**config.mk**
```make
export PLATFORM = sky130hd
export DESIGN_NAME = sgm_stream_argsel_flat
export DESIGN_NICKNAME = d
export VERILOG_FILES = /design/src/rtl/sgm_stream_argsel_if.sv /design/src/rtl/sgm_stream_argsel.sv /design/src/flat_wrapper.sv
export SDC_FILE = /design/constraint.sdc
export NUM_CORES = 1
export LEC_CHECK = 0
export ABC_AREA = 1
export CAP_MARGIN = 25
export CORE_MARGIN = 5
export CORE_UTILIZATION = 54
export CTS_BUF_LIST = sky130_fd_sc_hd__clkbuf_8
export DETAILED_ROUTE_END_ITERATION = 16
export GPL_ROUTABILITY_DRIVEN = 0
export PLACE_DENSITY_LB_ADDON = 0.05
export SLEW_MARGIN = 15
export SYNTH_ARGS = -nofsm -noshare
export SYNTH_HDL_FRONTEND = slang
export SYNTH_SLANG_ARGS = --single-unit
```
**constraint.sdc**
```tcl
create_clock -name clk -period 7 [get_ports clk]
set_input_delay 1.4 -clock clk [delete_from_list [all_inputs] [get_ports clk]]
set_output_delay 1.4 -clock clk [all_outputs]
set_load 0.05 [all_outputs]
```
**src/rtl/sgm_stream_argsel_if.sv**
```systemverilog
// Cost-stream handshake bundle for sgm_stream_argsel: beat input plus result output.
// Carries out_uniq only when SGM_ARGSEL_UNIQ_EN is defined.
interface sgm_stream_argsel_if #(
  parameter int DATA_W = 8,
  parameter int LANES  = 4,
  parameter int IDX_W  = 10
);
  logic                      in_valid;
  logic                      in_ready;
  logic [DATA_W*LANES-1:0]   in_data;
  logic                      out_valid;
  logic                      out_ready;
  logic [DATA_W-1:0]         out_data;
  logic [IDX_W-1:0]          out_idx;
`ifdef SGM_ARGSEL_UNIQ_EN
  logic                      out_uniq;

  modport master (
    output in_valid, in_data, out_ready,
    input  in_ready, out_valid, out_data, out_idx, out_uniq
  );
  modport slave (
    input  in_valid, in_data, out_ready,
    output in_ready, out_valid, out_data, out_idx, out_uniq
  );
`else
  modport master (
    output in_valid, in_data, out_ready,
    input  in_ready, out_valid, out_data, out_idx
  );
  modport slave (
    input  in_valid, in_data, out_ready,
    output in_ready, out_valid, out_data, out_idx
  );
`endif
endinterface

```
**src/rtl/sgm_stream_argsel.sv**
```systemverilog
// Streaming arg-max/arg-min over ARR_L costs delivered LANES per beat; ties keep the lower index.
// Optional SGM_ARGSEL_UNIQ_EN adds second-best tracking and the out_uniq flag.
module sgm_stream_argsel #(
  parameter int DATA_W     = 8,
  parameter int ARR_L      = 64,
  parameter int LANES      = 4,
  parameter int MODE       = 0,
  parameter int IDX_OFFSET = 0,
  parameter int IDX_W      = 10
`ifdef SGM_ARGSEL_UNIQ_EN
  ,
  parameter int UNIQ_PCT   = 10
`endif
) (
  input  logic                 clk,
  input  logic                 rst_n,
  input  logic                 en,
  input  logic                 clr,
  sgm_stream_argsel_if.slave   strm
);

  localparam int BEATS  = ARR_L / LANES;
  localparam int BEAT_W = (BEATS > 1) ? $clog2(BEATS) : 1;
  localparam logic [BEAT_W-1:0] LAST_BEAT = BEAT_W'(BEATS - 1);
  localparam logic [DATA_W-1:0] WORST = (MODE == 0) ? {DATA_W{1'b0}} : {DATA_W{1'b1}};

  // Strict comparison: a displaces b only when strictly better, so earlier indices win ties.
  function automatic logic isBetter(input logic [DATA_W-1:0] a, input logic [DATA_W-1:0] b);
    return (MODE == 0) ? (a > b) : (a < b);
  endfunction

`ifdef SGM_ARGSEL_UNIQ_EN
  localparam int PW = DATA_W + 8;

  function automatic logic uniqFlag(input logic [DATA_W-1:0] best, input logic [DATA_W-1:0] sec);
    logic [PW-1:0] lhs;
    logic [PW-1:0] rhs;
    if (MODE == 0) begin
      lhs = PW'(best) * PW'(100);
      rhs = PW'(sec)  * PW'(100 + UNIQ_PCT);
    end else begin
      lhs = PW'(sec)  * PW'(100);
      rhs = PW'(best) * PW'(100 + UNIQ_PCT);
    end
    return lhs > rhs;
  endfunction
`endif

  logic [BEAT_W-1:0] beatCnt_p0;
  logic [DATA_W-1:0] accBest_p0;
  logic [IDX_W-1:0]  accIdx_p0;
  logic              vld_p1;
  logic [DATA_W-1:0] resData_p1;
  logic [IDX_W-1:0]  resIdx_p1;

  logic [DATA_W-1:0] foldBest;
  logic [IDX_W-1:0]  foldIdx;
  logic              foldHave;
  logic [IDX_W-1:0]  beatBase;
  logic [IDX_W-1:0]  laneIdx;
  logic [DATA_W-1:0] laneVal;
`ifdef SGM_ARGSEL_UNIQ_EN
  logic [DATA_W-1:0] accSec_p0;
  logic [DATA_W-1:0] foldSec;
  logic              resUniq_p1;
`endif

  logic inReady;
  logic accept;
  logic lastBeat;
  logic consume;

  assign inReady  = !vld_p1 || strm.out_ready;
  assign accept   = en && strm.in_valid && inReady && !clr;
  assign lastBeat = (beatCnt_p0 == LAST_BEAT);
  assign consume  = en && vld_p1 && strm.out_ready;

  // Stage p0: fold the current beat's lanes into the running winner (empty on beat 0).
  always_comb begin
    beatBase = IDX_W'(IDX_OFFSET) + IDX_W'(beatCnt_p0) * IDX_W'(LANES);
    foldHave = (beatCnt_p0 != '0);
    foldBest = accBest_p0;
    foldIdx  = accIdx_p0;
    laneVal  = '0;
    laneIdx  = '0;
`ifdef SGM_ARGSEL_UNIQ_EN
    foldSec  = accSec_p0;
`endif
    for (int k = 0; k < LANES; k++) begin
      laneVal = strm.in_data[k*DATA_W +: DATA_W];
      laneIdx = beatBase + IDX_W'(k);
      if (!foldHave || isBetter(laneVal, foldBest)) begin
`ifdef SGM_ARGSEL_UNIQ_EN
        foldSec = foldHave ? foldBest : WORST;
`endif
        foldBest = laneVal;
        foldIdx  = laneIdx;
        foldHave = 1'b1;
      end
`ifdef SGM_ARGSEL_UNIQ_EN
      else if (!isBetter(foldSec, laneVal)) begin
        foldSec = laneVal;
      end
`endif
    end
  end

  always_ff @(posedge clk) begin
    if (accept && !lastBeat) begin
      accBest_p0 <= foldBest;
      accIdx_p0  <= foldIdx;
`ifdef SGM_ARGSEL_UNIQ_EN
      accSec_p0  <= foldSec;
`endif
    end
  end

  // Stage p1: result register, written on the final beat and held until consumed.
  always_ff @(posedge clk or negedge rst_n) begin
    if (!rst_n) begin
      beatCnt_p0  <= '0;
      vld_p1      <= 1'b0;
      resData_p1  <= '0;
      resIdx_p1   <= '0;
`ifdef SGM_ARGSEL_UNIQ_EN
      resUniq_p1  <= 1'b0;
`endif
    end else if (en) begin
      if (clr) begin
        beatCnt_p0 <= '0;
      end else if (accept) begin
        beatCnt_p0 <= lastBeat ? '0 : beatCnt_p0 + 1'b1;
      end

      if (accept && lastBeat) begin
        vld_p1     <= 1'b1;
        resData_p1 <= foldBest;
        resIdx_p1  <= foldIdx;
`ifdef SGM_ARGSEL_UNIQ_EN
        resUniq_p1 <= uniqFlag(foldBest, foldSec);
`endif
      end else if (consume) begin
        vld_p1 <= 1'b0;
      end
    end
  end

  assign strm.in_ready  = inReady;
  assign strm.out_valid = vld_p1;
  assign strm.out_data  = resData_p1;
  assign strm.out_idx   = resIdx_p1;
`ifdef SGM_ARGSEL_UNIQ_EN
  assign strm.out_uniq  = resUniq_p1;
`endif

endmodule
```
**src/flat_wrapper.sv**
```systemverilog
// flat-port wrapper written by rule: the top's interface ports become plain ports
module sgm_stream_argsel_flat 
#(
  parameter int DATA_W     = 8,
  parameter int ARR_L      = 64,
  parameter int LANES      = 4,
  parameter int MODE       = 0,
  parameter int IDX_OFFSET = 0,
  parameter int IDX_W      = 10

)
  (clk, rst_n, en, clr, strm_in_valid, strm_in_data, strm_out_ready, strm_in_ready, strm_out_valid, strm_out_data, strm_out_idx);
  sgm_stream_argsel_if #(.DATA_W(DATA_W), .LANES(LANES), .IDX_W(IDX_W)) strm_i ();
  input  logic clk;
  input  logic rst_n;
  input  logic en;
  input  logic clr;
  input wire logic [$bits(strm_i.in_valid)-1:0] strm_in_valid;
  input wire logic [$bits(strm_i.in_data)-1:0] strm_in_data;
  input wire logic [$bits(strm_i.out_ready)-1:0] strm_out_ready;
  output wire logic [$bits(strm_i.in_ready)-1:0] strm_in_ready;
  output wire logic [$bits(strm_i.out_valid)-1:0] strm_out_valid;
  output wire logic [$bits(strm_i.out_data)-1:0] strm_out_data;
  output wire logic [$bits(strm_i.out_idx)-1:0] strm_out_idx;
  assign strm_i.in_valid = strm_in_valid;
  assign strm_i.in_data = strm_in_data;
  assign strm_i.out_ready = strm_out_ready;
  assign strm_in_ready = strm_i.in_ready;
  assign strm_out_valid = strm_i.out_valid;
  assign strm_out_data = strm_i.out_data;
  assign strm_out_idx = strm_i.out_idx;
  sgm_stream_argsel #(.DATA_W(DATA_W), .ARR_L(ARR_L), .LANES(LANES), .MODE(MODE), .IDX_OFFSET(IDX_OFFSET), .IDX_W(IDX_W)) u_core (.clk(clk), .rst_n(rst_n), .en(en), .clr(clr), .strm(strm_i));
endmodule
```
Yosys cells after proc, flatten, opt, wreduce, memory -nomap -nowiden. Index checks and enable logic that the tools add are counted.

Register bits after elaboration: 41. Bits in latches: 0. Bits in writable memories: 0. Memory bits (read-only): 0. Bits of input ports: 38. Output and inout port bits: 20. Logic and storage cells: 56. Memories kept: 0.

$add $sub $neg: 4. Multipliers: 0. Divide/modulo/power cells: 0. Order comparisons: 4. Equality and inequality tests: 1. Shift-type cells: 0. Muxes and demuxes: 16. Bitwise gates (word level): 0. Reduce and logical (&&, ||, !) cells: 25.

Operators with widths (number): 10-bit two-way mux (4); 8-bit > comparator (4); 8-bit two-way mux (4); 6-bit by 2-bit adder with 7-bit output, second input constant (2); 4-bit two-way mux (3); 6-bit by 1-bit adder with 7-bit output, second input constant (1); 1-bit logical AND (7); 1-bit zero test (7); 2-bit AND reduction (3); 1-bit logical OR (5); 1-bit two-way mux (5); 4-bit by 1-bit adder with 4-bit output, second input constant (1); 4-bit equality test, second input constant (1); 2-bit nonzero test (2); 4-bit nonzero test (1).

Depth between registers and ports, before layout. Gate-level depths: netlist (run 1).

Word-level depth: 13. Mapped depth: 52. Gate-level depth less buffers: 48.

Least setup slack after synthesis (run 1). OpenSTA, ideal clock, no wires.

Kind: input -> register. From: in strm_in_data[7]. To: reg u_core.accIdx_p0[2], data pin. Library setup time: 0.256 ns. Arrival time: 6.415 ns. Required time: 6.744 ns. Setup slack: 0.329 ns. Stages on the path: 41. Path buffers: 4. Cells stage by stage: ha_1 a21o_1 nor2_1 nand2_1 nand2_2 nand2_4 inv_1 buf_2 nand2_1 o21ai_0 ha_1 a21oi_1 nor2_1 a211oi_1 nand2_4 nand2_4 buf_6 nand2_1 [5 not listed] nand2_1 o211ai_1 nand2_1 buf_2 inv_1 nand2_1 and2_1 ha_1 a21oi_1 o21ai_0 nand2_1 o211ai_1 nand2_1 nand2_1 inv_1 nand3_4 buf_6 o21a_4.

Longest elaborated chain between the ends: 12. Elaborated cells between the ends (all ways): 21. Classes of those cells: order compare (4); mux (10); reduce/logical (7).

RTL lines: start, declared (RTL line flat_wrapper.sv:19) `input wire logic [$bits(strm_i.in_data)-1:0] strm_in_data;`; 8-bit > comparator (RTL line sgm_stream_argsel.sv:29) `return (MODE == 0) ? (a > b) : (a < b);`; 1-bit logical OR (RTL line sgm_stream_argsel.sv:92) `if (!foldHave || isBetter(laneVal, foldBest)) begin`; 8-bit two-way mux / 1-bit two-way mux (equally long branches) (RTL line sgm_stream_argsel.sv:92); 8-bit > comparator / 1-bit zero test (equally long branches) (RTL line sgm_stream_argsel.sv:29, sgm_stream_argsel.sv:92); 1-bit logical OR (RTL line sgm_stream_argsel.sv:92); 8-bit two-way mux / 1-bit two-way mux (equally long branches) (RTL line sgm_stream_argsel.sv:92); 8-bit > comparator / 1-bit zero test (equally long branches) (RTL line sgm_stream_argsel.sv:29, sgm_stream_argsel.sv:92); 1-bit logical OR (RTL line sgm_stream_argsel.sv:92); 8-bit two-way mux / 1-bit two-way mux (equally long branches) (RTL line sgm_stream_argsel.sv:92); 8-bit > comparator / 1-bit zero test (equally long branches) (RTL line sgm_stream_argsel.sv:29, sgm_stream_argsel.sv:92); 1-bit logical OR (RTL line sgm_stream_argsel.sv:92); 10-bit two-way mux * (RTL line sgm_stream_argsel.sv:92); net u_core.foldIdx[2] (RTL line sgm_stream_argsel.sv:57) `logic [IDX_W-1:0] foldIdx;`; end signal, assigned (RTL line sgm_stream_argsel.sv:111) `accIdx_p0 <= foldIdx;`; end, declared (RTL line sgm_stream_argsel.sv:51) `logic [IDX_W-1:0] accIdx_p0;`.

The timed path passes the listed nets; every way through them passes the cells marked *. A chain may end at the register's enable or synchronous reset.

Final worst setup path (run 1).
From: in strm_in_data[3]. To: reg u_core.accBest_p0[7], data pin.

Longest elaborated chain between the ends: 12. Elaborated cells between the ends (all ways): 18. Classes of those cells: order compare (4); mux (7); reduce/logical (7).

RTL lines: 8-bit > comparator (RTL line sgm_stream_argsel.sv:29); 1-bit logical OR (RTL line sgm_stream_argsel.sv:92); 8-bit two-way mux / 1-bit two-way mux (equally long branches) (RTL line sgm_stream_argsel.sv:92); 8-bit > comparator / 1-bit zero test (equally long branches) (RTL line sgm_stream_argsel.sv:29, sgm_stream_argsel.sv:92); 1-bit logical OR (RTL line sgm_stream_argsel.sv:92); 8-bit two-way mux / 1-bit two-way mux (equally long branches) (RTL line sgm_stream_argsel.sv:92); 8-bit > comparator / 1-bit zero test (equally long branches) (RTL line sgm_stream_argsel.sv:29, sgm_stream_argsel.sv:92); 1-bit logical OR (RTL line sgm_stream_argsel.sv:92); 8-bit two-way mux / 1-bit two-way mux (equally long branches) (RTL line sgm_stream_argsel.sv:92); 8-bit > comparator / 1-bit zero test (equally long branches) (RTL line sgm_stream_argsel.sv:29, sgm_stream_argsel.sv:92); 1-bit logical OR (RTL line sgm_stream_argsel.sv:92); 8-bit two-way mux * (RTL line sgm_stream_argsel.sv:92); net u_core.foldBest[7] (RTL line sgm_stream_argsel.sv:56) `logic [DATA_W-1:0] foldBest;`; end signal, assigned (RTL line sgm_stream_argsel.sv:110) `accBest_p0 <= foldBest;`; end, declared (RTL line sgm_stream_argsel.sv:50) `logic [DATA_W-1:0] accBest_p0;`.

Marks and branches as above.

==> results of run 1 <==
## power by group through the flow
stage	sequential, mW	combinational (mW)	clock [mW]
floorplan	0.344	0.637	0
global placement	0.330	0.918	0
detailed placement	0.330	0.944	0
CTS	0.326	0.949	0.154
global route	0.329	1.23	0.164
finish	0.326	1.10	0.153
## tightest hold or removal path, cell delays in order (launching register included)
cell	delay (ps)
dfrtp_1	340
nand2_1	50
nand2_1	60
## Yosys cell counts
cell type	instances	area share, %
nor2_1	15	1.9
o21a_4	4	2.0
edfxtp_1	18	18
buf_6	2	0.75
nand3_1	40	6.7
a21oi_1	15	2.5
nand2_1	102	13
a21o_1	1	0.25
clkinv_1	1	0.13
a31oi_1	2	0.42
or2_2	7	1.5
dfrtp_1	23	19
nand2_2	4	0.83
nand4_1	6	1.3
and2_1	15	3.1
nand2_4	3	1.1
nand3_4	1	0.58
inv_1	50	6.3
mux2_2	4	1.5
o21ai_0	13	2.2
buf_2	3	0.50
nor2_2	1	0.21
o21bai_1	1	0.25
nand4_2	1	0.42
ha_1	33	14
buf_4	1	0.25
clkbuf_1	1	0.13
nor2_4	2	0.75
a211oi_1	1	0.25
o211ai_1	2	0.50
## timing repair
item / CTS / global route
hold buffers: 0 / 0
setup buffers: 0 / 7
resized for setup: 0 / 43
endpoints found under the setup margin: 0 / 36
## cells by family after synthesis
| kind of cell | Yosys count |
|---|---|
| DFF | 41 |
| muxes | 4 |
| and+or+nand+nor | 197 |
| AOI/OAI and AO/OA | 39 |
| buffers and inverters | 58 |
| adders and majority gates | 33 |
## per-stage QoR
step                      power, mW  util, %  worst slack (ps)  area (um^2)  cells
after floorplan              0.9817        -             329.3         2997    372
after global placement        1.248    68.78            -131.2         3741    510
after detailed placement      1.274    69.06            -179.2         3756    511
after CTS                     1.428    70.65             108.3         3842    518
after global routing          1.721    75.11             132.5         4085    528
final                         1.577    75.11             476.7         4085    528
## final cells by class
type / count / share of cell area, %
Clock buffer: 6 / 2.021
Inverter: 51 / 4.778
Timing Repair inverter: 1 / 0.1838
Sequential cell: 41 / 27.32
Multi-Input combinational cell: 275 / 43.86
Timing Repair Buffer: 81 / 19.54
Clock inverter: 1 / 0.09188
Tap cell: 72 / 2.205
## state kept, by name, summed over array words and instances, names as in the netlist
register	count
u_core.accBest_p0	8
u_core.accIdx_p0	10
u_core.beatCnt_p0	4
u_core.strm.out_data	8
u_core.strm.out_idx	10
u_core.strm.out_valid	1
## worst min-delay path by stage
| stage | start | end | cells after the start |
|---|---|---|---|
| after CTS | u_core.strm.out_data[1]$_DFFE_PN0P_ | u_core.strm.out_data[1]$_DFFE_PN0P_ | 2 |
| after global routing | u_core.strm.out_data[2]$_DFFE_PN0P_ | u_core.strm.out_data[2]$_DFFE_PN0P_ | 2 |
| after global placement | u_core.strm.out_data[0]$_DFFE_PN0P_ | u_core.strm.out_data[0]$_DFFE_PN0P_ | 2 |
| final | u_core.strm.out_data[1]$_DFFE_PN0P_ | u_core.strm.out_data[1]$_DFFE_PN0P_ | 2 |
| after detailed placement | u_core.strm.out_idx[5]$_DFFE_PN0P_ | u_core.strm.out_idx[5]$_DFFE_PN0P_ | 2 |
| after floorplan | u_core.beatCnt_p0[0]$_DFFE_PN0P_ | u_core.beatCnt_p0[0]$_DFFE_PN0P_ | 1 |
## layer usage
metal | wire length, um | GRT usage [%] | part of all wire (%)
met1 | 3564 | 28.66 | 45
met2 | 3845 | 34.59 | 48
met3 | 491 | 4.907 | 6.2
met4 | 50 | 3.453 | 0.63
met5 | 0 | 0 | 0
==> reports/qor.yml, run 1 <==
final_layout:
  drive_gt1_share_pct: 17.98
  layout_commonest_cell: "nand2_1"
  diodes: 0
  area.growth.synth_to_final_pct: 36.33
  final_nets: 527
  multiInputGateArea_mm2: 0.001792
  final_cell_mix: "nand2_1 (96), clkdlybuf4s50_1 (49), inv_1 (48), nand3_1 (40), ha_1 (28)"
  nFillCells: 436
  seqCellArea_mm2: 0.001116
cts:
  path_clk_slew_ps: 80
  cts_buffers: 5
  cts_max_level: 2
  cts_tree: "yes"
  cts_max_path_buffers: 2
  clock_sinks: 41
  clkLatencyLatePin_ps: 290
  clock-root-buffer: "clkbuf_8"
global_route:
  grt_max_degree: 18
  antenna_found_initial: 0
  grt_pass1_vias: 2615
  grt_pass1_wl_um: 12060
  grt_overflow_total: 0
  grt_use_total_pct: 20.97
sta:
  final_hold_viol_count: 0
  max_freq_mhz: 153.3
  holdWs_ps: 485.8
  setup_viol: 0
  post-route-min-period_ps: 6523
  skew_ps: 5.420
  worstMarginPinSlew_ps: 734.6
  finalCritPeriodShare_pct: 93.19
  setup-tns-final_ps: 0
  drv_slew: 0
  max_slew_margin_pct: 50.85
  rsz0062_at_grt: "no"
drt:
  firstDrtPassIters: 4
  first_iter_violations: 186
  antenna_left: 0
  avgViaCountPerCell: 5.292
  wl_per_cell_um: 15.06
  num_vias: 2794
  wl_um: 7951
  drcViolationCount: 0
setup_path:
  start_kind: "input port"
  path_delay_family: "simple AND/OR/NAND/NOR gates"
  crit_type: "input port to flop"
  end_kind: "flop"
  crit_slowest_cell: "ha_1"
  r2r_end: "u_core.accBest_p0[7]$_DFFE_PP_"
  crit_start: "strm_in_data[3]"
  max_stage_delay_ps: 320
  regToRegSetupSlack_ps: 1340
  crit_path_frequent_cell: "nand2_1"
  required_ps: 7050
  r2r-start: "u_core.accBest_p0[5]$_DFFE_PP_"
  cp_data_arrival_time_ps: 6570
  critical_path_buf_inv_count: 8
  cp.depth: 40
  worstSetupEndpoint: "u_core.accBest_p0[7]$_DFFE_PP_"
  r2r_cells: 38
  worst-path-max-fanout: 8
yosys:
  synthXorXnorAreaFrac_pct: 0
  synth_nets: 443
  ys_types: 30
  ys_seq_elements: 41
  syn_area_mm2: 0.002997
  synth_compound_area_share_pct: 8.351
  seq_area_frac_synth_pct: 37.24
  synthAdderAreaFrac_pct: 13.78
  synth_area_per_cell_um2: 8.055
  synthSimpleGateAreaFrac_pct: 31.11
  yosysWarnings: 0
  synthCells: 372
  synth_top_family_by_area: "simple AND/OR/NAND/NOR gates"
  synthMuxAreaShare_pct: 1.503
outcome:
  status: "completed"
power:
  ir_worst_vdd_v: 0.0003114
  sw_frac_of_total_pct: 45.12
  powerDensity_mw_per_mm2: 386.0
  p_seq_share_pct: 20.7
  power_frac_comb_pct: 69.6
  p_leak_nw: 2.048
  switchingPower_uw: 711.5
  intPower_uw: 865.5
  p_clk_share_pct: 9.7
die:
  die_area_mm2: 0.007139
  ios: 58
  fp.dieW_um: 84.50
  start_util_pct: 55.10
  die_h_um: 84.50
  num_rows: 27
  core_area_mm2: 0.005439
placement:
  port_buffers: 57
  hpwlAfterDp_um: 6051
flow_run:
  drv_cap: 0
hold_path:
  hold_class: "flop to flop"
Note: power is estimated with default switching activity, not from simulation.
==> run 2, diff against run 1 <==
--- a/config.mk
+++ b/config.mk
@@ -8,7 +8,7 @@
 export ABC_AREA = 1
 export CAP_MARGIN = 25
 export CORE_MARGIN = 5
-export CORE_UTILIZATION = 54
+export CORE_UTILIZATION = 58
 export CTS_BUF_LIST = sky130_fd_sc_hd__clkbuf_8
 export DETAILED_ROUTE_END_ITERATION = 16
 export GPL_ROUTABILITY_DRIVEN = 0
==> constraint.sdc (replaced) <==
create_clock -name clk -period 8.4 [get_ports clk]
set_input_delay 1.68 -clock clk [delete_from_list [all_inputs] [get_ports clk]]
set_output_delay 1.68 -clock clk [all_outputs]
set_load 0.05 [all_outputs]
==> run 2 against run 1 <==
Net effect:
- clock skew increased by 1.7 ps
- die area down 6.1%
- wire length down 14%
- power decreased by 30%
- design area down 8.8%
- combinational power decreased by 35%
- global-route usage up 0.45 points
- sequential power decreased by 17%
- non-clock buffer count decreased by 20
- critical path depth is 4 lower
- sequential share of layout area up 2.6 points
- setup slack improved by 310 ps
==> reports/qor.yml, run 2 (same netlist as run 1, synthesis figures left out) <==
drt:
  wl_per_cell_um: 13.58  # -9.8%
  first_iter_violations: 140  # -25%
  avgViaCountPerCell: 5.067  # -4.2%
  num_vias: 2554  # -8.6%
  antenna_left: 0  # unchanged
  wl_um: 6845  # -14%
  drcViolationCount: 0  # unchanged
  firstDrtPassIters: 4  # unchanged
setup_path:
  max_stage_delay_ps: 440  # +120 ps
  crit_path_frequent_cell: "nand2_1"
  crit_slowest_cell: "clkdlybuf4s50_1"
  worst-path-max-fanout: 18  # +10
  cp_data_arrival_time_ps: 7650  # +1080 ps
  start_kind: "input port"
  path_delay_family: "simple AND/OR/NAND/NOR gates"
  required_ps: 8440  # +1390 ps
  critical_path_buf_inv_count: 5  # -3
  end_kind: "flop"
  crit_type: "input port to flop"
  r2r_cells: 36  # -5.3%
  cp.depth: 36  # -10%
  r2r_end: "u_core.accBest_p0[4]$_DFFE_PP_"
  r2r-start: "u_core.accBest_p0[7]$_DFFE_PP_"
  regToRegSetupSlack_ps: 2180  # +840 ps
flow_run:
  drv_cap: 0  # unchanged
final_layout:
  area.growth.synth_to_final_pct: 24.30
  drive_gt1_share_pct: 8.525  # -9.5 points
  diodes: 0  # unchanged
  layout_commonest_cell: "nand2_1"
  final_nets: 504  # -4.4%
  final_cell_mix: "nand2_1 (102), clkdlybuf4s50_1 (57), inv_1 (52), nand3_1 (40), ha_1 (33)"
cts:
  cts_setup_buffers: 0  # unchanged
  cts_max_path_buffers: 2  # unchanged
  cts_resized: 0  # unchanged
  path_clk_slew_ps: 70  # about the same
  clock-root-buffer: "clkbuf_8"
  cts_tree: "yes"
  cts_hold_buf: 0  # unchanged
  cts_buffers: 5  # unchanged
  clock_sinks: 41  # unchanged
  clkLatencyLatePin_ps: 280  # about the same
  cts_max_level: 2  # unchanged
hold_path:
  min_path_cells: 2  # unchanged
  hold_class: "flop to flop"
  min_from: "u_core.strm.out_data[1]$_DFFE_PN0P_"
  min_to: "u_core.strm.out_data[1]$_DFFE_PN0P_"
sta:
  final_hold_viol_count: 0  # unchanged
  setup_viol: 0  # unchanged
  max_slew_margin_pct: 58.44  # +7.6 points
  worstMarginPinSlew_ps: 616.8  # -117.8 ps
  skew_ps: 7.090  # +1.670 ps
  drv_slew: 0  # unchanged
  max_freq_mhz: 131.3
  finalCritPeriodShare_pct: 90.68
  rsz0062_at_grt: "no"
  setup-tns-final_ps: 0  # unchanged
  holdWs_ps: 481.4  # -4.442 ps
  post-route-min-period_ps: 7617
die:
  die_area_mm2: 0.006704  # -6.1%
  ios: 58  # unchanged
  core_area_mm2: 0.005075  # -6.7%
  fp.dieW_um: 81.88  # -3.1%
  num_rows: 26  # -3.7%
  start_util_pct: 59.05  # +4.0 points
  die_h_um: 81.88  # -3.1%
outcome:
  status: "completed"
power:
  powerDensity_mw_per_mm2: 296.2  # -23%
  p_leak_nw: 1.868  # -8.7%
  ir_worst_vdd_v: 0.0002436  # -22%
global_route:
  grt_pass1_vias: 2392  # -8.5%
  grt_use_total_pct: 21.42  # +0.45 points
  grt_pass1_wl_um: 11010  # -8.7%
  grt_overflow_total: 0  # unchanged
  antenna_found_initial: 0  # unchanged
  grt_max_degree: 20  # +2
placement:
  port_buffers: 57  # unchanged
  hpwlAfterDp_um: 5621  # -7.1%
run 2: how the worst max path moves through the flow:
stage	from	end	slack [ps]
2_1_floorplan	strm_in_data[7]	u_core.accIdx_p0[2]$_DFFE_PP_	1450
3_3_place_gp	strm_in_data[7]	u_core.accBest_p0[1]$_DFFE_PP_	680
3_5_place_dp	strm_in_data[7]	u_core.accBest_p0[1]$_DFFE_PP_	540
4_1_cts	strm_in_data[7]	u_core.accBest_p0[4]$_DFFE_PP_	840
5_1_grt	strm_in_data[7]	u_core.accBest_p0[1]$_DFFE_PP_	150
6_report	strm_in_data[7]	u_core.accBest_p0[4]$_DFFE_PP_	780
run 2: metrics by stage:
stage               cells  util [%]  cell area, um^2  worst slack [ps]  total power, mW
floorplan             372         -             2997              1449           0.8181
global placement      495     71.50             3628             679.8           0.9704
detailed placement    496     71.79             3643             542.6           0.9841
CTS                   504     73.40             3725             839.9            1.103
global route          504     73.40             3725             153.3            1.216
finish                504     73.40             3725             783.0            1.103
run 2: final cells by class:
| class | instances | area (um^2) |
|---|---|---|
| clock inverter | 3 | 12.51 |
| inverter | 51 | 191.4 |
| timing repair buffer | 61 | 608.1 |
| clock buffer | 5 | 68.82 |
| fill | 417 | 1350 |
| multi-input combinational | 273 | 1640 |
| sequential | 41 | 1116 |
| tap | 70 | 87.58 |
run 2: worst register-to-register path: cells and delay by family, from the launching register on:
family | cells | cell delay, ps
compound gates | 9 | 1370
simple gates | 18 | 2210
buf+inv | 5 | 960
fa+ha+maj | 4 | 1020
flops | 1 | 410
run 2: power by group:
| part | leakage (nW) | internal [mW] | switching (mW) |
|---|---|---|---|
| Sequential | 0.480 | 0.260 | 0.0123 |
| Combinational | 1.34 | 0.277 | 0.437 |
| Clock | 0.0505 | 0.0558 | 0.0612 |
run 2: per-layer routing:
| layer | vias up | share of wire [%] | wire [um] | track usage, % |
|---|---|---|---|---|
| li1 | 1340 | - | - | - |
| met1 | 1142 | 48 | 3277 | 30.65 |
| met2 | 65 | 45 | 3066 | 34.17 |
| met3 | 7 | 6.4 | 441 | 4.276 |
| met4 | 0 | 0.88 | 60 | 3.322 |
| met5 | - | 0 | 0 | 0 |
